**src/rtl/pixel_pkg.sv**
```systemverilog
// Purpose: shared types and constants for the 24-bit pixel to 32-bit byte-stream packer.
// Contents: PACK/FLUSH state encoding, byte-lane constants, pixel/word widths, frame geometry,
//           and a helper that turns a pending-byte count into a tkeep mask.
package pixel_pkg;

    localparam int PIXEL_W = 24;
    localparam int WORD_W  = 32;
    localparam int BYTE_W  = 8;
    localparam int LANES   = WORD_W / BYTE_W;
    localparam int X_SIZE  = 640;
    localparam int Y_SIZE  = 480;

    localparam logic [LANES-1:0] KEEP_FULL = 4'hF;

    typedef enum logic {
        PACK  = 1'b0,
        FLUSH = 1'b1
    } state_t;

    // n pending bytes occupy lanes 0..n-1, so the mask is n low-order ones.
    function automatic logic [LANES-1:0] keep_mask(input logic [1:0] n);
        return (4'b0001 << n) - 4'b0001;
    endfunction

endpackage

```
**src/rtl/axis_out_reg.sv**
```systemverilog
// Purpose: output word register for the packed stream; holds its contents under backpressure.
// Latency: one cycle from load to tvalid. Backpressure: contents frozen while tvalid && !tready.
// Ports: load + ld_* (next word), tready in; tdata/tkeep/tlast/tuser/tvalid out; can_load = slot free.
module axis_out_reg
    import pixel_pkg::*;
(
    input  logic                aclk,
    input  logic                aresetn,
    input  logic                load,
    input  logic [WORD_W-1:0]   ld_data,
    input  logic [LANES-1:0]    ld_keep,
    input  logic                ld_last,
    input  logic                ld_user,
    input  logic                tready,
    output logic [WORD_W-1:0]   tdata,
    output logic [LANES-1:0]    tkeep,
    output logic                tlast,
    output logic                tuser,
    output logic                tvalid,
    output logic                can_load
);

    // The register may take a new word when it is empty or its word leaves on this edge.
    assign can_load = !tvalid || tready;

    always_ff @(posedge aclk or negedge aresetn) begin
        if (!aresetn) begin
            tdata  <= '0;
            tkeep  <= '0;
            tlast  <= 1'b0;
            tuser  <= 1'b0;
            tvalid <= 1'b0;
        end else if (load) begin
            tdata  <= ld_data;
            tkeep  <= ld_keep;
            tlast  <= ld_last;
            tuser  <= ld_user;
            tvalid <= 1'b1;
        end else if (tready) begin
            tvalid <= 1'b0;
        end
    end

endmodule

```
**src/rtl/pixel_packer.sv**
```systemverilog
// Purpose: serialise 24-bit {r,g,b} pixels as bytes b,g,r into a 32-bit stream with tkeep/tlast/tuser.
// Latency: one cycle from accepting edge to word valid. Backpressure: in_stream_ready drops while
//          the output word is stalled, during a flush, and while a sof pixel waits for pending bytes.
module pixel_packer
    import pixel_pkg::*;
(
    input  logic                aclk,
    input  logic                aresetn,
    input  logic [7:0]          r,
    input  logic [7:0]          g,
    input  logic [7:0]          b,
    input  logic                valid,
    input  logic                sof,
    input  logic                eol,
    output logic                in_stream_ready,
    output logic [WORD_W-1:0]   out_stream_tdata,
    output logic [LANES-1:0]    out_stream_tkeep,
    output logic                out_stream_tlast,
    output logic                out_stream_tuser,
    output logic                out_stream_tvalid,
    input  logic                out_stream_tready
);

    state_t               state;
    logic [PIXEL_W-1:0]   acc;        // pending bytes, lane 0 at [7:0]; unused bytes kept zero
    logic [1:0]           acc_cnt;
    logic                 acc_sof;    // lane 0 of the pending bytes is the b byte of a sof pixel
    logic                 run;        // low from reset until the first clock edge after release

    logic                 can_load;
    logic                 sof_block;
    logic                 accept;
    logic [2*PIXEL_W-1:0] comb_bytes;
    logic [2:0]           total;
    logic                 emit;
    logic [1:0]           new_cnt;
    logic                 flush_load;
    logic                 ld;
    logic [WORD_W-1:0]    ld_data;
    logic [LANES-1:0]     ld_keep;
    logic                 ld_last;
    logic                 ld_user;

    always_comb begin
        // A sof pixel must start at lane 0, so it is refused until the pending bytes are flushed.
        sof_block       = valid && sof && (acc_cnt != 2'd0);
        in_stream_ready = run && (state == PACK) && can_load && !sof_block;
        accept          = valid && in_stream_ready;

        comb_bytes = {24'b0, acc} | ({24'b0, r, g, b} << {acc_cnt, 3'b000});
        total      = {1'b0, acc_cnt} + 3'd3;
        emit       = total[2];
        new_cnt    = total[1:0];
        flush_load = (state == FLUSH) && can_load;
        ld         = (accept && emit) || flush_load;

        ld_data = comb_bytes[WORD_W-1:0];
        ld_keep = KEEP_FULL;
        ld_last = eol && (new_cnt == 2'd0);
        ld_user = acc_sof;
        if (flush_load) begin
            ld_data = {8'b0, acc};
            ld_keep = keep_mask(acc_cnt);
            ld_last = 1'b1;
            ld_user = acc_sof;
        end
    end

    always_ff @(posedge aclk or negedge aresetn) begin
        if (!aresetn) begin
            state   <= PACK;
            acc     <= '0;
            acc_cnt <= 2'd0;
            acc_sof <= 1'b0;
            run     <= 1'b0;
        end else begin
            run <= 1'b1;
            case (state)
                PACK: begin
                    if (accept) begin
                        acc     <= emit ? {8'b0, comb_bytes[2*PIXEL_W-1:WORD_W]} : comb_bytes[PIXEL_W-1:0];
                        acc_cnt <= new_cnt;
                        // Any word emitted here carries the old lane 0, so the flag only survives
                        // when the pixel lands in an empty accumulator.
                        acc_sof <= (acc_cnt == 2'd0) ? sof : 1'b0;
                        if (eol && (new_cnt != 2'd0)) begin
                            state <= FLUSH;
                        end
                    end else if (sof_block) begin
                        state <= FLUSH;
                    end
                end
                FLUSH: begin
                    if (can_load) begin
                        acc     <= '0;
                        acc_cnt <= 2'd0;
                        acc_sof <= 1'b0;
                        state   <= PACK;
                    end
                end
                default: state <= PACK;
            endcase
        end
    end

    axis_out_reg u_out (
        .aclk     (aclk),
        .aresetn  (aresetn),
        .load     (ld),
        .ld_data  (ld_data),
        .ld_keep  (ld_keep),
        .ld_last  (ld_last),
        .ld_user  (ld_user),
        .tready   (out_stream_tready),
        .tdata    (out_stream_tdata),
        .tkeep    (out_stream_tkeep),
        .tlast    (out_stream_tlast),
        .tuser    (out_stream_tuser),
        .tvalid   (out_stream_tvalid),
        .can_load (can_load)
    );

endmodule

```
**config.mk**
```make
export PLATFORM = sky130hd
export DESIGN_NAME = pixel_packer
export DESIGN_NICKNAME = d
export VERILOG_FILES = /design/src/rtl/pixel_pkg.sv /design/src/rtl/axis_out_reg.sv /design/src/rtl/pixel_packer.sv
export SDC_FILE = /design/constraint.sdc
export NUM_CORES = 1
export LEC_CHECK = 0
export BUFFER_PORTS_ARGS = -buffer_cell sky130_fd_sc_hd__buf_2
export CAP_MARGIN = 20
export CORE_ASPECT_RATIO = 0.9
export CORE_MARGIN = 1.5
export CORE_UTILIZATION = 49
export CTS_CLUSTER_SIZE = 40
export DETAILED_ROUTE_END_ITERATION = 12
export GPL_TIMING_DRIVEN = 0
export PLACE_DENSITY = 0.74
export SLEW_MARGIN = 15
export SYNTH_ARGS = -nofsm -noshare
export SYNTH_HDL_FRONTEND = slang
export SYNTH_SLANG_ARGS = --single-unit
```
**constraint.sdc**
```tcl
create_clock -name aclk -period 2.6 [get_ports aclk]
set_input_delay 0.26 -clock aclk [delete_from_list [all_inputs] [get_ports aclk]]
set_output_delay 0.26 -clock aclk [all_outputs]
set_load 0.01 [all_outputs]
```
==> results by group, run 1 <==
Status
  • Status: complete, no violations

Floorplanning
  • Core area: about 0.0066 sq mm
  • Die W: 89.7 microns
  • Die Y: 81.1 microns
  • Row cnt: 28
  • Ports: 70
  • Die area: 0.00727 sq mm
  • Initial Util: 0.506

Final layout
  • Commonest non-fill, non-tap cells in the layout: buf_2 (69), dfrtp_1 (68), a21oi_1 (44)
  • Fraction of layout instances using a drive strength above 1: 0.283
  • Fin util: 0.632
  • Fill cells: between 500 and 600
  • Sequential cell area: 0.00170 sq mm
  • Nets: 419
  • Leading cell type in the layout, fill and taps excluded: buf_2
  • N_diodes: 0
  • Area delta synth->final: 24.9%
  • Multi-input logic area: 0.00151 sq mm

Timing
  • Final Max Slew Viols: 0
  • Setup-failing EPs final: 0
  • RSZ-0062 raised after global routing: false
  • WHS: 0.151 ns
  • Worst Tran Pin Value: 0.961 ns
  • Peak clock frequency supported by timing: 407 MHz
  • Final worst-path cycle share: 0.944
  • Final Hold Fails: 0
  • Post-layout min period: ~2.5 ns
  • Slew HR: 0.355
  • Setup Skew: 0.0125 ns

Drt
  • DRC: 0
  • DRT Pass-1 Iters: 4
  • Vias: approximately 2800
  • WL/cell: approximately 19 microns
  • Remaining antenna violation count: 0
  • DR iter-0 viols: 309
  • Routed Wire Length: 9090 microns
  • Via/cell ratio: 5.89

Global routing
  • First-pass GRT wire length: 14800 microns
  • Gr ovfl total: 0
  • Number of global-route vias before repair: 2801
  • GRT Util Overall: 0.265
  • Initial antenna violation count: 0
  • Largest net degree at the start of global routing: 39

Worst setup path
  • Critical path endpoint category: flop
  • Setup crit end: state
  • Critical Path Fanout Max: 20
  • WS Path Type: reg2reg
  • R2R depth: 8
  • Reg-to-Reg End: state
  • CP startpoint: acc_cnt[1]
  • Startpoint Class: flop
  • Worst EP arrival: 2.74 ns
  • Worst path required time: 2.89 ns
  • R2r startpoint: acc_cnt[1]
  • Worst R2R Setup Slack: roughly 0.15 ns

Clock tree
  • Worst-Skew Late Latency: 0.36 ns
  • Clock-pin slew on the worst setup and hold paths: about 0.08 ns
  • # clock sinks: a little under 70
  • Root buffer cell: clkbuf_8
  • CTS Buf Count: 9
  • H-tree Lvls: 3
  • Clock Path Buffers: 2
  • CTS tree: yes

Flow run
  • Max-Cap Viols: 0

Logic synthesis
  • Yosys cell types: 38
  • #FFs+latches synth: between 60 and 70
  • Mean post-synth cell area: 11.0 sq um
  • Synth async-reset ratio: 1.00
  • Post-synthesis net count: 336
  • Syn Inst Count: roughly 300
  • Seq/Total Area, Yosys: 0.513
  • EDFF count, synth: 0
  • Synth warn: 0
  • Dominant synthesized flop cell: dfrtp_1
  • Synth Cell Area: ~0.0033 sq mm

Min path
  • Worst hold path class: in2reg

Place
  • Buffers on Ports: 69
  • Hpwl dp: 6530 microns
  • Routability cong.: 0.930

Power and ir drop
  • LEAKAGE: ~1.9 nW
  • P per Cell Area: 1360 mW/mm^2
  • NetSw: 2.15 mW
  • Switch share: 0.382
  • Comb power frac: 0.451
  • Pint: around 3.5 mW
  • Flop pwr share: 0.321
  • Worst vdd ir: 635 uV
  • Clock power share: 0.228
-- power groups by stage --
| stage | Clock (mW) | Sequential (mW) | Combinational [mW] |
|---|---|---|---|
| 2_1_floorplan | 0 | 1.90 | 1.57 |
| 3_3_place_gp | 0 | 1.79 | 2.42 |
| 3_5_place_dp | 0 | 1.81 | 2.46 |
| 4_1_cts | 1.30 | 1.80 | 2.50 |
| 5_1_grt | 1.34 | 1.87 | 2.78 |
| 6_report | 1.28 | 1.80 | 2.54 |
-- cell families after synthesis --
group / after synthesis / synth area share
other: 1 / 0.00113
xor gates and xnor gates: 1 / 0.00264
adders and majority gates: 5 / 0.0189
buffers and inverters: 27 / 0.0388
AOI/OAI and AO/OA: 124 / 0.272
DFF: 68 / 0.513
muxes: 19 / 0.0607
and+or+nand+nor: 56 / 0.0924
-- how the worst min path moves through the flow --
stage,slack [ns],end,from,cells after the start
global route,0.16,u_out.tlast,eol,3
global placement,0.47,u_out.tdata[20],acc[20],1
finish,0.15,u_out.tlast,eol,3
floorplan,-0.04,acc[0],aresetn,0
detailed placement,0.22,u_out.tdata[12],aresetn,1
CTS,0.13,u_out.tlast,eol,3
-- cell usage after synthesis, types with 2 or more instances --
cell	instances	area (sq um)
dfrtp_1	68	1700
a21o_1	2	15.0
mux2i_1	10	100
a32oi_1	8	70.1
ha_1	5	62.6
o22a_1	17	149
o2bb2ai_1	25	219
nor2_1	8	30.0
buf_6	3	33.8
a22oi_1	2	15.0
nand2_1	15	56.3
clkbuf_1	16	60.1
a2bb2oi_1	10	87.6
buf_1	4	15.0
a21oi_1	44	220
mux2_2	9	101
nor2b_1	4	25.0
and2_1	2	12.5
o21ai_0	3	15.0
a22o_1	11	96.3
nor3_1	18	90.1
-- final cells by class --
class                   count  share of cell area
inverters                   2             0.00302
clock buffers              10              0.0332
repair buffers             74              0.0966
clock inverters             6              0.0384
multi-input cells         206               0.363
well taps                  90              0.0272
flip-flops and latches     68               0.411
plain buffers              23              0.0275
-- critical path: stages, from the launching register on --
cell and delay, ns:
dfrtp_1 0.48, inv_6 0.19, ha_2 0.26, nor2b_1 0.07, buf_6 0.14, or4_4 0.55
buf_6 0.17, or3b_1 0.37, a21oi_1 0.14
-- through the flow --
stage | power, mW | setup slack, ns | instances | area [sq um] | TNS (ns)
floorplan | 3.47 | 0.0325 | 301 | 3320 | 0
global placement | 4.21 | -0.695 | 460 | 3770 | -34.48
detailed placement | 4.26 | -0.730 | 461 | 3800 | -35.86
CTS | 5.60 | 0.0388 | 478 | 4130 | 0
global route | 5.98 | 0.0526 | 479 | 4140 | 0
finish | 5.62 | 0.145 | 479 | 4140 | 0
-- per-layer routing --
layer	wire (microns)	global-route usage	vias up
li1	-	-	1313
met1	4190	0.363	1373
met2	4110	0.408	115
met3	578	0.0524	20
met4	219	0.132	0
met5	0	0	-
-- registers in the layout (all words and copies together) (netlist names) --
register,flops
state,1
u_out.tkeep,4
acc_cnt,2
u_out.tdata,32
u_out.tlast,1
acc_sof,1
run,1
u_out.tvalid,1
acc,24
u_out.tuser,1
-- timing repair --
item / CTS / global route
endpoints found under the setup margin: 66 / 42
hold buffers: 1 / 0
pin swaps: 1 / 2
setup buffers: 1 / 2
hold endpoints to repair: 30 / 0
cloned: 0 / 0
gates resized for setup: 4 / 2
Note: power is estimated with default switching activity, not from simulation.
==> inputs of run 2 (changes only) <==
--- a/config.mk
+++ b/config.mk
@@ -7,13 +7,15 @@
 export LEC_CHECK = 0
 export BUFFER_PORTS_ARGS = -buffer_cell sky130_fd_sc_hd__buf_2
 export CAP_MARGIN = 20
-export CORE_ASPECT_RATIO = 0.9
+export CELL_PAD_IN_SITES_DETAIL_PLACEMENT = 1
+export CELL_PAD_IN_SITES_GLOBAL_PLACEMENT = 2
+export CORE_ASPECT_RATIO = 0.7
 export CORE_MARGIN = 1.5
-export CORE_UTILIZATION = 49
+export CORE_UTILIZATION = 31
 export CTS_CLUSTER_SIZE = 40
 export DETAILED_ROUTE_END_ITERATION = 12
 export GPL_TIMING_DRIVEN = 0
-export PLACE_DENSITY = 0.74
+export PLACE_DENSITY = 0.73
 export SLEW_MARGIN = 15
 export SYNTH_ARGS = -nofsm -noshare
 export SYNTH_HDL_FRONTEND = slang
==> results by group, run 2 (synthesized netlist as in run 1, its figures left out) <==
Status
  • Status: complete, no violations (unchanged)

Final layout
  • Fin util: 0.406 (was 0.632)
  • Commonest non-fill, non-tap cells in the layout: buf_2 (69), dfrtp_1 (68), a21oi_1 (44) (unchanged)
  • N_diodes: 0 (unchanged)
  • Leading cell type in the layout, fill and taps excluded: buf_2 (unchanged)
  • Area delta synth->final: 27.2% (was 24.9%)
  • Largest regs: u_out.tdata: 32 flops, acc: 24 flops, u_out.tkeep: 4 flops (unchanged)
  • Fraction of layout instances using a drive strength above 1: 0.294 (was 0.283)
  • Most flop-heavy register: u_out.tdata (unchanged)
  • Nets: 422 (was 419)
  • Max FFs per register: 32 (unchanged)

Min path
  • Worst hold path class: in2reg (unchanged)

Clock tree
  • CTS Buf Count: 9 (unchanged)
  • CTS tree: yes (unchanged)
  • # clock sinks: 68 (unchanged)
  • Root buffer cell: clkbuf_16 (was clkbuf_8)
  • Clock-pin slew on the worst setup and hold paths: 0.06 ns (was 0.08 ns)
  • H-tree Lvls: 3 (unchanged)
  • Clock Path Buffers: 2 (unchanged)
  • Worst-Skew Late Latency: 0.34 ns (was 0.36 ns)

Timing
  • Setup Skew: 0.00584 ns (was 0.0125 ns)
  • Peak clock frequency supported by timing: 405 MHz (was 407 MHz)
  • RSZ-0062 raised after global routing: false (unchanged)
  • Setup-failing EPs final: 0 (unchanged)
  • Post-layout min period: 2.47 ns (was 2.45 ns)
  • Final Hold Fails: 0 (unchanged)
  • Slew HR: 0.322 (was 0.355)
  • Worst Tran Pin Value: 1.01 ns (was 0.961 ns)
  • WHS: 0.199 ns (was 0.151 ns)
  • Final worst-path cycle share: 0.950 (was 0.944)
  • Final Max Slew Viols: 0 (unchanged)

Drt
  • Via/cell ratio: 5.35 (was 5.89)
  • DR iter-0 viols: 130 (was 309)
  • WL/cell: 20.4 microns (was 19.0 microns)
  • Routed Wire Length: 10700 microns (was 9090 microns)
  • Remaining antenna violation count: 0 (unchanged)
  • DRC: 0 (unchanged)
  • DRT Pass-1 Iters: 4 (unchanged)
  • Vias: 2797 (was 2821)

Global routing
  • Largest net degree at the start of global routing: 56 (was 39)
  • First-pass GRT wire length: 16400 microns (was 14800 microns)
  • GRT Util Overall: 0.198 (was 0.265)
  • Gr ovfl total: 0 (unchanged)
  • Initial antenna violation count: 0 (unchanged)
  • Number of global-route vias before repair: 2807 (was 2801)

Worst setup path
  • Worst path required time: 2.85 ns (was 2.89 ns)
  • Critical Path Fanout Max: 10 (was 20)
  • Slowest-stage cell, CP: or4_4 (unchanged)
  • Worst EP arrival: 2.72 ns (was 2.74 ns)
  • Slowest stage delay, CP: 0.55 ns (about the same)
  • Crit-path cells: clkinv_4 > ha_2 > nor2b_1 > buf_6 > or4_4 > or2_2 > clkbuf_1 > o2bb2ai_1 (was inv_6 > ha_2 > nor2b_1 > buf_6 > or4_4 > buf_6 > or3b_1 > a21oi_1)
  • Critical path endpoint category: flop (unchanged)
  • Startpoint Class: flop (unchanged)
  • WS Path Type: reg2reg (unchanged)

Floorplanning
  • Initial Util: 0.319 (was 0.506)
  • Core area: 0.0104 sq mm (was 0.00655 sq mm)
  • Ports: 70 (unchanged)
  • Die area: 0.0113 sq mm (was 0.00727 sq mm)
  • Die Y: 89.5 microns (was 81.1 microns)
  • Die W: 127 microns (was 89.7 microns)
  • Row cnt: 31 (was 28)

Power and ir drop
  • P per Cell Area: 1340 mW/mm^2 (was 1360 mW/mm^2)
  • Design Power: 5.64 mW (was 5.62 mW)
  • Worst vdd ir: 398 uV (was 635 uV)
  • LEAKAGE: 1.87 nW (was 1.86 nW)

Place
  • Buffers on Ports: 69 (unchanged)
  • Routability cong.: 0.818 (was 0.930)
  • Hpwl dp: 7760 microns (was 6530 microns)

Flow run
  • Max-Cap Viols: 0 (unchanged)
[run 2: changes by cell type in the layout (fill, tap and decap cells not counted), moves of 2 or more]
cell | before | now
clkinv_2 | 0 | 4
clkbuf_8 | 10 | 1
clkbuf_2 | 0 | 2
clkbuf_16 | 0 | 9
bufinv_16 | 5 | 1
[run 2: what timing repair did]
item,4_1_cts,5_1_grt
hold endpoints to repair,13,0
hold buffers,1,0
setup endpoints to repair,66,33
cloned,0,1
setup buffers,4,0
resized for setup,6,5
pin swaps,3,0
[run 2: layout make-up]
| cell class | instances | area, sq um |
|---|---|---|
| flip-flops and latches | 68 | 1700 |
| clock buffers | 10 | 239 |
| repair inverters | 1 | 5.00 |
| inverters | 2 | 12.5 |
| well taps | 132 | 165 |
| multi-input cells | 206 | 1510 |
| clock inverters | 5 | 52.6 |
| fillers | 1178 | 6180 |
| repair buffers | 75 | 415 |
| plain buffers | 24 | 120 |
[run 2: worst paths after layout]
check                      slack [ns]       start         endpoint  depth (start not counted)
min reg2reg                      0.49     acc[16]  u_out.tdata[16]                          1
max                              0.13  acc_cnt[1]          acc[20]                          8
min                              0.20         eol      u_out.tlast                          3
max reg2reg                      0.13  acc_cnt[1]          acc[20]                          8
max in group asynchronous        1.74     aresetn  u_out.tdata[24]                          3
min in group asynchronous        0.33     aresetn   u_out.tkeep[0]                          2
[run 2: metrics by stage]
stage          worst slack (ns)  instances  TNS [ns]  instance area [sq um]
2_1_floorplan            0.0325        301         0                   3320
3_3_place_gp             -0.846        502    -45.14                   3830
3_5_place_dp             -0.896        503    -47.34                   3860
4_1_cts                 0.00259        522         0                   4210
5_1_grt                 0.00724        523         0                   4220
6_report                  0.130        523         0                   4220
[run 2: layer usage]
metal / part of all wire / global-route usage / routed length, microns
met5: 0 / 0 / 0
met4: 0.019 / 0.0742 / 201
met3: 0.043 / 0.0431 / 456
met2: 0.42 / 0.275 / 4440
met1: 0.52 / 0.298 / 5590
[run 2: report_power, final]
part	total (mW)	switching, mW	internal [mW]
registers	1.81	0.277	1.53
clock network	1.22	0.462	0.757
logic	2.60	1.51	1.09
total	5.64	2.25	3.38
[run 2: worst max-delay path: cells and delay by family, from the launching register on]
kind | cells | cell delay, ns
buffers and inverters | 3 | 0.51
adder cells (fa/ha/maj) | 1 | 0.25
flip-flops | 1 | 0.49
AND/OR/NAND/NOR | 3 | 0.93
AO/OA/AOI/OAI | 1 | 0.19
